## src/rtl/btn_pkg.sv

```systemverilog
// Shared constants for the front-panel button conditioner.
//   NUM_BTN          : number of conditioned buttons
//   BTN_*            : bit index of each button in btn_raw / btn_level / pulse vectors
//   DEFAULT_*_CYCLES : default debounce and long-press timings at 100 MHz
package btn_pkg;

    localparam int unsigned NUM_BTN   = 5;

    localparam int unsigned BTN_ONOFF = 0;
    localparam int unsigned BTN_MENU  = 1;
    localparam int unsigned BTN_MODE1 = 2;
    localparam int unsigned BTN_MODE2 = 3;
    localparam int unsigned BTN_MODE3 = 4;

    // 20 ms debounce, 3 s long press at 100 MHz.
    localparam int unsigned DEFAULT_DEBOUNCE_CYCLES = 2_000_000;
    localparam int unsigned DEFAULT_LONG_CYCLES     = 300_000_000;

endpackage

```

## src/rtl/debounce_cell.sv

```systemverilog
// Single-bit button conditioner: 2-flop synchronizer, persistence counter,
// debounced level and registered edge pulses.
//   clk           : system clock
//   rst           : asynchronous active-low reset
//   raw           : raw button input, asynchronous to clk
//   level         : debounced level
//   press_pulse   : one-cycle pulse in the first cycle level reads 1
//   release_pulse : one-cycle pulse in the first cycle level reads 0
module debounce_cell #(
    parameter int unsigned DEBOUNCE_CYCLES = btn_pkg::DEFAULT_DEBOUNCE_CYCLES
) (
    input  logic clk,
    input  logic rst,
    input  logic raw,
    output logic level,
    output logic press_pulse,
    output logic release_pulse
);

    localparam int unsigned CW = $clog2(DEBOUNCE_CYCLES) + 1;
    localparam logic [CW-1:0] CNT_LAST = CW'(DEBOUNCE_CYCLES - 1);

    logic [1:0]    sync_q;
    logic          raw_s;
    logic [CW-1:0] cnt_q, cnt_d;
    logic          level_q, level_d;
    logic          press_q, press_d;
    logic          release_q, release_d;
    logic          differ;
    logic          done;

    assign raw_s = sync_q[1];

    always_comb begin
        cnt_d     = '0;
        level_d   = level_q;
        press_d   = 1'b0;
        release_d = 1'b0;
        differ    = (raw_s != level_q);
        // New level has been seen for DEBOUNCE_CYCLES consecutive samples.
        done      = differ && (cnt_q == CNT_LAST);
        if (done) begin
            level_d   = raw_s;
            press_d   = raw_s;
            release_d = !raw_s;
        end else if (differ) begin
            cnt_d = cnt_q + 1'b1;
        end
    end

    always_ff @(posedge clk or negedge rst) begin
        if (!rst) begin
            sync_q    <= '0;
            cnt_q     <= '0;
            level_q   <= 1'b0;
            press_q   <= 1'b0;
            release_q <= 1'b0;
        end else begin
            sync_q    <= {sync_q[0], raw};
            cnt_q     <= cnt_d;
            level_q   <= level_d;
            press_q   <= press_d;
            release_q <= release_d;
        end
    end

    assign level         = level_q;
    assign press_pulse   = press_q;
    assign release_pulse = release_q;

endmodule

```

## src/rtl/button_conditioner.sv

```systemverilog
// Front-panel button conditioner: debounces NUM_BTN raw buttons and derives
// long/short press events for the on/off button.
//   clk         : system clock
//   rst         : asynchronous active-low reset
//   btn_raw     : raw active-high buttons (asynchronous)
//   btn_level   : debounced levels
//   btn_press   : one-cycle pulses on debounced 0->1
//   btn_release : one-cycle pulses on debounced 1->0
//   power_long  : one-cycle pulse once on/off has been held LONG_CYCLES
//   power_short : one-cycle pulse on on/off release when no long press fired
//   activity    : OR of btn_press
module button_conditioner
    import btn_pkg::*;
#(
    parameter int unsigned DEBOUNCE_CYCLES = DEFAULT_DEBOUNCE_CYCLES,
    parameter int unsigned LONG_CYCLES     = DEFAULT_LONG_CYCLES
) (
    input  logic               clk,
    input  logic               rst,
    input  logic [NUM_BTN-1:0] btn_raw,
    output logic [NUM_BTN-1:0] btn_level,
    output logic [NUM_BTN-1:0] btn_press,
    output logic [NUM_BTN-1:0] btn_release,
    output logic               power_long,
    output logic               power_short,
    output logic               activity
);

    localparam int unsigned LW = $clog2(LONG_CYCLES) + 1;
    localparam logic [LW-1:0] HOLD_MAX  = LW'(LONG_CYCLES);
    localparam logic [LW-1:0] HOLD_LAST = LW'(LONG_CYCLES - 1);

    for (genvar i = 0; i < NUM_BTN; i++) begin : g_cell
        debounce_cell #(
            .DEBOUNCE_CYCLES(DEBOUNCE_CYCLES)
        ) u_cell (
            .clk          (clk),
            .rst          (rst),
            .raw          (btn_raw[i]),
            .level        (btn_level[i]),
            .press_pulse  (btn_press[i]),
            .release_pulse(btn_release[i])
        );
    end

    logic [LW-1:0] hold_q, hold_d;
    logic          fired_q, fired_d;
    logic          onoff;

    assign onoff = btn_level[BTN_ONOFF];

    always_comb begin
        hold_d  = '0;
        fired_d = 1'b0;
        // Saturating hold counter keeps power_long from re-firing on very long holds.
        if (onoff) begin
            hold_d  = (hold_q == HOLD_MAX) ? hold_q : hold_q + 1'b1;
            fired_d = fired_q || power_long;
        end
    end

    always_ff @(posedge clk or negedge rst) begin
        if (!rst) begin
            hold_q  <= '0;
            fired_q <= 1'b0;
        end else begin
            hold_q  <= hold_d;
            fired_q <= fired_d;
        end
    end

    // fired_q still holds the finished hold's state in the release cycle:
    // it only clears on the edge after btn_level[0] drops.
    assign power_long  = onoff && (hold_q == HOLD_LAST) && !fired_q;
    assign power_short = btn_release[BTN_ONOFF] && !fired_q;
    assign activity    = |btn_press;

endmodule

```

## config.mk

```make
export PLATFORM = sky130hd
export DESIGN_NAME = button_conditioner
export DESIGN_NICKNAME = d
export VERILOG_FILES = /design/src/rtl/btn_pkg.sv /design/src/rtl/debounce_cell.sv /design/src/rtl/button_conditioner.sv
export SDC_FILE = /design/constraint.sdc
export NUM_CORES = 1
export LEC_CHECK = 0
export CORE_UTILIZATION = 35
export CTS_CLUSTER_DIAMETER = 40
export DETAILED_ROUTE_END_ITERATION = 10
export GPL_TIMING_DRIVEN = 0
export PLACE_DENSITY = 0.55
export SKIP_CTS_REPAIR_TIMING = 1
export SYNTH_ARGS = -nofsm -noshare
export SYNTH_HDL_FRONTEND = slang
export SYNTH_HIERARCHICAL = 1
export SYNTH_SLANG_ARGS = --single-unit
```

## constraint.sdc

```tcl
create_clock -name clk -period 1.8 [get_ports clk]
set_clock_uncertainty 0.1 [all_clocks]
set_input_delay 0.27 -clock clk [delete_from_list [all_inputs] [get_ports clk]]
set_output_delay 0.27 -clock clk [all_outputs]
set_load 0.03 [all_outputs]
```

==> impl_metrics.yaml, run 1 <==
yosys:
  synth_fa_ha_area_frac: 0.0106
  synth.area.mux_share: 0.00242
  synth_top_area_frac: 0.502
  synth_compound_area_frac: 0.0964
  synth.cell_area_mm2: 0.00828
  yosys.area.top_type: "dfrtp_1"
  yosysMostFrequentCell: "dfrtp_1"
  synth_edf_count: 0
  yosys_warnings: 6
  synth-seq-cells: 166
  synthArstFlopShare: 1.00
  synth-xor-area-share: 0.0751
  ys_seq_area_frac: 0.502
  syn_nets: 814
  synth-main-ff-cell: "dfrtp_1"
  synthSimpleGateAreaFrac: 0.273
  syn-mean-instance-area_um2: 10.4
  synth_top_family_by_area: "simple AND/OR/NAND/NOR gates"
  synthTopCellsByArea: "dfrtp_1 (50%), xor2_1 (4.4%), a21oi_1 (3.7%)"
  synth_cell_types: 41
  syn_inst: 800
  synthTopCellsByCount: "dfrtp_1 (166), nor2_1 (78), a21oi_1 (61)"
placement:
  port_buffers: 24
  pre_cts_slack_ns: -1.01
  dp_cells: 1138
  hpwl_um: 10800
  gp_congestion: 0.781
min_path:
  hold_path_depth: 1
  hold_path.class: "in2reg"
  hold-path-endpoint: "g_cell[4].u_cell/sync_q[0]$_DFF_PN0_"
  min_from: "btn_raw[4]"
timing:
  rsz0062_at_grt: "yes"
  setup_slack_ns: -0.735
  fmax_mhz: 394
  finalCritPeriodShare: 1.41
  relSlewSlack: 0.582
  slew_violations: 0
  hold_ws_ns: 0.174
  worst_pin_slew_ns: 0.627
  fin_crit_ns: 2.54
  hold_viol: 0
  setup_viol: 54
cts:
  cts_sinks: 166
  cts_tree: "built"
  root_buffer: "clkbuf_16"
  htree_levels: 4
  numCtsBuffers: 17
  clk_pin_slew_worst_paths_ns: 0.07
  clkLatencyLatePin_ns: 0.43
  cts.path.max_buffers: 2
layout:
  drive_gt1_frac: 0.356
  nFillCells: 2066
  nNetsFinal: 953
  diodes: 0
  seqCellArea_mm2: 0.00418
  multi_input_area_mm2: 0.00445
  syn2layout_area_growth_pct: 33.9
  instances_no_fill: 1264
global_routing:
  first_global_vias: 5841
  grt_max_degree: 103
  antenna_found_initial: 0
  grt_overflow: 0
  gr-usage-all-layers: 0.147
  grt_pass1_wl_um: 28800
drt:
  dr_wl_met2_um: 9300
  dr.pass1.iters: 7
  met1Wirelength_um: 9170
  antenna_left: 0
  drc: 0
  wire_per_inst_um: 15.1
  top_layer: "met4"
  drt-initial-drc-count: 433
  wirelength_um: 19100
  via_per_inst: 5.23
  met3RoutedLength_um: 435
  num_vias: 6613
floorplan:
  core_mm2: 0.0229
  die_h_um: 156
  dieArea_mm2: 0.0243
  die_x_um: 156
  initial_utilization: 0.361
  ios: 25
  core.rowCount: 55
worst_setup_path:
  r2r-start: "hold_q[2]$_DFFE_PN0P_"
  cp.required_ns: 1.43
  start_kind: "flip-flop"
  arrival_ns: 2.17
  crit_fanout: 5
  critical_path_class: "reg2out"
  reg2reg_to: "hold_q[13]$_DFFE_PN0P_"
  end_kind: "output port"
  rr_worst_depth: 8
  r2r_slack_ns: -0.08
power_and_ir_drop:
  switchingPower_mw: 1.75
  switching_share: 0.227
  clockPowerShare: 0.468
  seq_power_share: 0.493
  cellInternalPower_mw: 5.96
  p_leak_nw: 4.74
  ir_drop_v: 0.000575
  finalPower_mw: 7.71
  combPwrFrac: 0.039
  pwr_density_cell_mw_per_mm2: 695
status:
  outcome: "complete, but fails checks"
  violations: "negative setup slack"
run:
  cap_violations: 0
cell families (layout without fill, tap and decap cells):
family | Yosys count | in the layout
AO/OA/AOI/OAI | 134 | 134
XOR/XNOR | 71 | 71
adder cells (fa/ha/maj) | 7 | 7
buffers and inverters | 60 | 208
flip-flops | 166 | 166
multiplexers | 2 | 2
AND/OR/NAND/NOR | 360 | 363
state kept, by name, summed over array words and instances (netlist names):
register,count
g_cell.u_cell/press_pulse,5
g_cell.u_cell/cnt_q,110
hold_q,30
g_cell.u_cell/release_pulse,5
fired_q,1
g_cell.u_cell/sync_q,10
g_cell.u_cell/level,5
per-layer routing:
layer,vias up,global-route usage
li1,3219,-
met1,3290,0.204
met2,88,0.234
met3,16,0.0292
met4,0,0.0420
met5,-,0
power groups by stage:
stage                     Sequential (mW)  Clock [mW]  Combinational, mW
final                                3.80        3.61              0.299
after detailed placement             3.87           0              0.223
after floorplan                      3.86           0             0.0970
after global routing                 3.81        3.86              0.337
after global placement               3.87           0              0.215
after CTS                            3.80        3.71              0.224
layout by cell type, fill, tap and decap left out, types with 4 or more instances in the layout:
master,count
o31ai_2,5
or3_1,24
clkdlybuf4s50_1,5
and4_2,4
dfrtp_1,147
ha_2,5
dlymetal6s2s_1,16
xnor2_1,29
o21bai_4,5
nand4_4,11
or3_4,5
nand2_1,32
inv_1,24
or4_1,13
nor2_1,55
clkbuf_16,17
xor2_1,42
or4_4,23
nor4b_4,5
nand3_1,44
nand2b_1,9
o21ai_0,28
and3_1,12
clkinvlp_4,5
nor2_2,20
a21oi_1,24
and4_4,10
nor3_1,7
nand4_1,33
a21oi_2,37
buf_4,84
or2_1,5
and3_4,4
dfrtp_2,19
nor4b_2,5
nor4_1,11
buf_6,39
o31ai_1,27
and2_1,7
how the worst max path moves through the flow:
stage,from,endpoint,slack [ns]
after global routing,hold_q[2]$_DFFE_PN0P_,power_long,-0.87
after global placement,rst,hold_q[20]$_DFFE_PN0P_,-6.93
after detailed placement,hold_q[1]$_DFFE_PN0P_,power_long,-1.01
after floorplan,hold_q[0]$_DFFE_PN0P_,power_long,-0.26
final,hold_q[0]$_DFFE_PN0P_,power_long,-0.74
after CTS,hold_q[1]$_DFFE_PN0P_,power_long,-1.48
metrics by stage:
stage	setup TNS [ns]	area, um2	util
floorplan	-0.261	8300	-
global placement	-1159.93	8930	0.390
detailed placement	-12.88	8960	0.391
CTS	-17.42	9540	0.416
global route	-8.33	11100	0.484
finish	-2.42	11100	0.484
critical path, stage by stage (launching register included):
cell,delay [ns]
dfrtp_2,0.40
ha_4,0.16
inv_1,0.09
or4_4,0.52
nor3_4,0.20
nor3b_4,0.22
buf_6,0.15
cell type report:
cell class / count / area share
multi-input combinational: 577 / 0.401
timing repair buffer: 119 / 0.0968
clock inverter: 12 / 0.0117
inverter: 24 / 0.00812
sequential: 166 / 0.377
tap: 313 / 0.0353
buffer: 34 / 0.0306
clock buffer: 19 / 0.0399
Power figures use the tool's default switching activity.
==> run 2, diff against run 1 <==
- MAX_ROUTING_LAYER: unset -> met4
- TNS_END_PERCENT: unset -> 20
==> impl_metrics.yaml, run 2 (synthesis gave the netlist of run 1 again) <==
worst_setup_path:
  cp_top_family: "simple AND/OR/NAND/NOR gates"
  critPathSlowestCell: "or4_4"
  path_cells: "ha_4, inv_1, or4_4, nor3_4, nor3b_4, buf_6"
  max_stage_delay_ns: 0.52
  r2r-start: "g_cell[2].u_cell/cnt_q[0]$_DFF_PN0_"
  arrival_ns: 2.15
  reg2reg_to: "g_cell[2].u_cell/cnt_q[20]$_DFF_PN0_"
  crit_fanout: 5
  r2r_slack_ns: -0.10
  cp.required_ns: 1.43
  crit_buf_inv: 2
  rr_worst_depth: 6
  end_kind: "output port"
  start_kind: "flip-flop"
  critical_path_class: "reg2out"
drt:
  via_per_inst: 5.15
  antenna_left: 0
  num_vias: 6199
  dr.pass1.iters: 5
  wirelength_um: 17400
  drc: 0
  drt-initial-drc-count: 336
  wire_per_inst_um: 14.4
cts:
  numCtsBuffers: 17
  clk_pin_slew_worst_paths_ns: 0.07
  clkLatencyLatePin_ns: 0.42
  root_buffer: "clkbuf_16"
  cts.path.max_buffers: 2
  cts_tree: "built"
  cts_sinks: 166
  htree_levels: 4
layout:
  instances_no_fill: 1204
  syn2layout_area_growth_pct: 23.8
  layout_common_cells: "dfrtp_1 (150), nor2_1 (77), a21oi_1 (52), nand3_1 (44), xor2_1 (42)"
  diodes: 0
  regMostFlops: "g_cell.u_cell/cnt_q"
  drive_gt1_frac: 0.229
  nNetsFinal: 893
  reg_top3: "g_cell.u_cell/cnt_q: 110 flops, hold_q: 30 flops, g_cell.u_cell/sync_q: 10 flops"
  fin_util: 0.447
  final_common_cell: "dfrtp_1"
  largest_reg_flops: 110
placement:
  dp_cells: 1138
  port_buffers: 24
  gp_congestion: 0.792
  hpwl_um: 10800
timing:
  slew_violations: 0
  fmax_mhz: 396
  relSlewSlack: 0.593
  rsz0062_at_grt: "yes"
  finalCritPeriodShare: 1.40
  fin_crit_ns: 2.52
  worst_pin_slew_ns: 0.611
  hold_viol: 0
  setup_viol: 65
  setup_slack_ns: -0.724
floorplan:
  ios: 25
  core_mm2: 0.0229
  initial_utilization: 0.361
  die_x_um: 156
  dieArea_mm2: 0.0243
  die_h_um: 156
  core.rowCount: 55
global_routing:
  antenna_found_initial: 0
  grt_max_degree: 103
  grt_overflow: 0
  gr-usage-all-layers: 0.152
  first_global_vias: 5837
  grt_pass1_wl_um: 28900
power_and_ir_drop:
  p_leak_nw: 4.38
  ir_drop_v: 0.000533
  pwr_density_cell_mw_per_mm2: 743
status:
  outcome: "complete, but fails checks"
  violations: "negative setup slack"
run:
  cap_violations: 0
min_path:
  hold-path-endpoint: "g_cell[4].u_cell/sync_q[0]$_DFF_PN0_"
  min_from: "btn_raw[4]"
  hold_path_depth: 1
  hold_path.class: "in2reg"
==> run 2: routing by layer <==
| layer | share of wire | global-route usage |
|---|---|---|
| met1 | 0.50 | 0.204 |
| met2 | 0.48 | 0.233 |
| met3 | 0.024 | 0.0317 |
| met4 | 0.0030 | 0.0406 |
| met5 | 0 | - |
==> run 2: per-stage QoR <==
stage / TNS (ns) / setup slack, ns / hold slack, ns / total power, mW / instance area (um2)
after floorplan: -0.261 / -0.261 / -0.126 / 3.96 / 8300
after global placement: -1159.93 / -6.93 / 0.233 / 4.09 / 8930
after detailed placement: -12.88 / -1.01 / 0.151 / 4.09 / 8960
after CTS: -17.42 / -1.48 / -0.309 / 7.74 / 9540
after global routing: -13.71 / -0.872 / 0.157 / 7.93 / 10300
final: -2.31 / -0.724 / 0.183 / 7.62 / 10300
==> run 2: worst max-delay path by stage <==
stage / startpoint / endpoint / cells after the start
after global placement: rst / hold_q[20]$_DFFE_PN0P_ / 1
after global routing: hold_q[2]$_DFFE_PN0P_ / power_long / 6
after CTS: hold_q[1]$_DFFE_PN0P_ / power_long / 6
final: hold_q[0]$_DFFE_PN0P_ / power_long / 6
after detailed placement: hold_q[1]$_DFFE_PN0P_ / power_long / 6
after floorplan: hold_q[0]$_DFFE_PN0P_ / power_long / 5
==> run 2: final cells by class <==
cell class	instances	area, um2
Fill cell	2140	12700
Sequential cell	166	4170
Multi-Input combinational cell	574	4090
Timing Repair Buffer	62	604
Clock buffer	19	443
Tap cell	313	392
Buffer	34	332
Clock inverter	12	130
Inverter	24	90.1
==> run 2: where the power goes <==
part	internal [mW]	switching [mW]	leakage, nW
combinational	0.0844	0.147	1.86
sequential	3.77	0.0337	2.26
clock	2.07	1.51	0.267
total	5.92	1.70	4.38
==> run 2: worst reg2reg max path, delay by kind of cell, from the launching register on <==
kind / cells / cell delay [ns]
AOI/OAI and AO/OA: 1 / 0.15
DFF: 1 / 0.40
and+or+nand+nor: 3 / 0.84
adders and majority gates: 1 / 0.21
buffers and inverters: 1 / 0.12
==> run 3, diff against run 2 <==
--- a/config.mk
+++ b/config.mk
@@ -8,3 +8,3 @@
 export CORE_UTILIZATION = 35
-export CTS_CLUSTER_DIAMETER = 40
+export CTS_CLUSTER_DIAMETER = 30
 export DETAILED_ROUTE_END_ITERATION = 10
@@ -18,2 +18,2 @@
 export SYNTH_SLANG_ARGS = --single-unit
-export TNS_END_PERCENT = 20
+export TNS_END_PERCENT = 50
--- a/constraint.sdc
+++ b/constraint.sdc
@@ -4,2 +4,2 @@
 set_output_delay 0.27 -clock clk [all_outputs]
-set_load 0.03 [all_outputs]
+set_load 0.005 [all_outputs]
==> impl_metrics.yaml, run 3 (synthesis gave the netlist of run 1 again) <==
placement:
  gp_congestion: 0.789
  pre_cts_slack_ns: -0.756
  placed_area_mm2: 0.00896
  port_buffers: 24
  hpwl_um: 10700
worst_setup_path:
  arrival_ns: 2.11
  critical_path_class: "reg2out"
  crit_fanout: 4
  rr_worst_depth: 8
  cp.required_ns: 1.43
  r2r-start: "hold_q[2]$_DFFE_PN0P_"
  r2r_slack_ns: -0.20
  reg2reg_to: "hold_q[27]$_DFFE_PN0P_"
  start_kind: "flip-flop"
  end_kind: "output port"
floorplan:
  die_h_um: 156
  dieArea_mm2: 0.0243
  ios: 25
  core_mm2: 0.0229
  core.rowCount: 55
  initial_utilization: 0.361
  die_x_um: 156
timing:
  setup_viol: 66
  finalCritPeriodShare: 1.38
  setup_slack_ns: -0.685
  rsz0062_at_grt: "yes"
  fmax_mhz: 402
  relSlewSlack: 0.520
  fin_crit_ns: 2.48
  slew_violations: 0
  hold_viol: 0
  worst_pin_slew_ns: 0.719
drt:
  num_vias: 6490
  wirelength_um: 18500
  met1Wirelength_um: 8810
  wire_per_inst_um: 14.8
  drc: 0
  dr.pass1.iters: 4
  drt-initial-drc-count: 311
  met3RoutedLength_um: 410
  antenna_left: 0
  top_layer: "met4"
  dr_wl_met2_um: 9180
  via_per_inst: 5.18
status:
  outcome: "complete, but fails checks"
  violations: "negative setup slack"
power_and_ir_drop:
  combPwrFrac: 0.035
  clockPowerShare: 0.494
  seq_power_share: 0.471
  ir_drop_v: 0.000411
  pwr_density_cell_mw_per_mm2: 740
  cellInternalPower_mw: 6.31
  p_leak_nw: 4.43
  switching_share: 0.218
  switchingPower_mw: 1.76
global_routing:
  grt_max_degree: 92
  antenna_found_initial: 0
  grt_overflow: 0
  grt_pass1_wl_um: 28500
  gr-usage-all-layers: 0.151
  first_global_vias: 5765
cts:
  cts_sinks: 166
  clk_pin_slew_worst_paths_ns: 0.07
  cts.path.max_buffers: 2
  htree_levels: 4
  clkLatencyLatePin_ns: 0.43
  cts_tree: "built"
  numCtsBuffers: 17
  root_buffer: "clkbuf_16"
layout:
  seqCellArea_mm2: 0.00418
  layout_common_cells: "dfrtp_1 (146), buf_4 (75), nor2_1 (71), nand3_1 (44), xor2_1 (42)"
  nNetsFinal: 940
  reg_top3: "g_cell.u_cell/cnt_q: 110 flops, hold_q: 30 flops, g_cell.u_cell/sync_q: 10 flops"
  regMostFlops: "g_cell.u_cell/cnt_q"
  nFillCells: 2126
  diodes: 0
  multi_input_area_mm2: 0.00431
  syn2layout_area_growth_pct: 31.6
  largest_reg_flops: 110
  drive_gt1_frac: 0.314
  fin_area_mm2: 0.0109
  final_common_cell: "dfrtp_1"
run:
  cap_violations: 0
min_path:
  hold_path_depth: 1
  hold-path-endpoint: "g_cell[0].u_cell/sync_q[0]$_DFF_PN0_"
  hold_path.class: "in2reg"
  min_from: "btn_raw[0]"
==> run 3: stage by stage <==
stage / hold WS [ns] / utilization / total power [mW] / cells / setup TNS (ns)
3_5_place_dp: 0.236 / 0.391 / 4.10 / 1138 / -12.01
2_1_floorplan: -0.126 / - / 3.96 / 800 / -0.0414
4_1_cts: -0.212 / 0.419 / 8.16 / 1170 / -15.66
3_3_place_gp: 0.235 / 0.390 / 4.09 / 1137 / -1165.56
5_1_grt: 0.170 / 0.476 / 8.42 / 1252 / -10.57
6_report: 0.174 / 0.476 / 8.06 / 1252 / -4.13
==> run 3: worst max-delay path by stage <==
stage                                     start                              endpoint  slack, ns
final                     hold_q[2]$_DFFE_PN0P_                            power_long      -0.68
after global routing      hold_q[2]$_DFFE_PN0P_                            power_long      -0.78
after CTS                 hold_q[1]$_DFFE_PN0P_                            power_long      -1.23
after detailed placement  hold_q[0]$_DFFE_PN0P_                            power_long      -0.76
after global placement                      rst  g_cell[4].u_cell/sync_q[1]$_DFF_PN0_      -6.98
after floorplan           hold_q[1]$_DFFE_PN0P_                            power_long      -0.04
==> run 3: metal layers <==
| metal | GRT usage | up-vias |
|---|---|---|
| li1 | - | 3174 |
| met3 | 0.0308 | 12 |
| met2 | 0.235 | 56 |
| met1 | 0.199 | 3248 |
| met5 | - | - |
| met4 | 0.0439 | 0 |
==> run 3: power groups by stage <==
| stage | clock, mW | sequential (mW) | combinational [mW] |
|---|---|---|---|
| floorplan | 0 | 3.86 | 0.0970 |
| global placement | 0 | 3.87 | 0.215 |
| detailed placement | 0 | 3.87 | 0.224 |
| CTS | 4.13 | 3.80 | 0.224 |
| global route | 4.29 | 3.80 | 0.318 |
| finish | 3.98 | 3.80 | 0.280 |
==> run 3: layout make-up <==
| class | instances | share of cell area |
|---|---|---|
| Buffer | 34 | 0.0314 |
| Sequential cell | 166 | 0.383 |
| Multi-Input combinational cell | 575 | 0.396 |
| Clock inverter | 12 | 0.0172 |
| Clock buffer | 20 | 0.0419 |
| Inverter | 24 | 0.00826 |
| Tap cell | 313 | 0.0359 |
| Timing Repair Buffer | 108 | 0.0863 |
==> run 3: worst max-delay path, stage by stage, from the launching register on <==
cell	delay (ns)
dfrtp_1	0.34
buf_6	0.09
nand4_1	0.17
or4_4	0.58
nor3_4	0.21
nor3b_2	0.17
buf_2	0.13
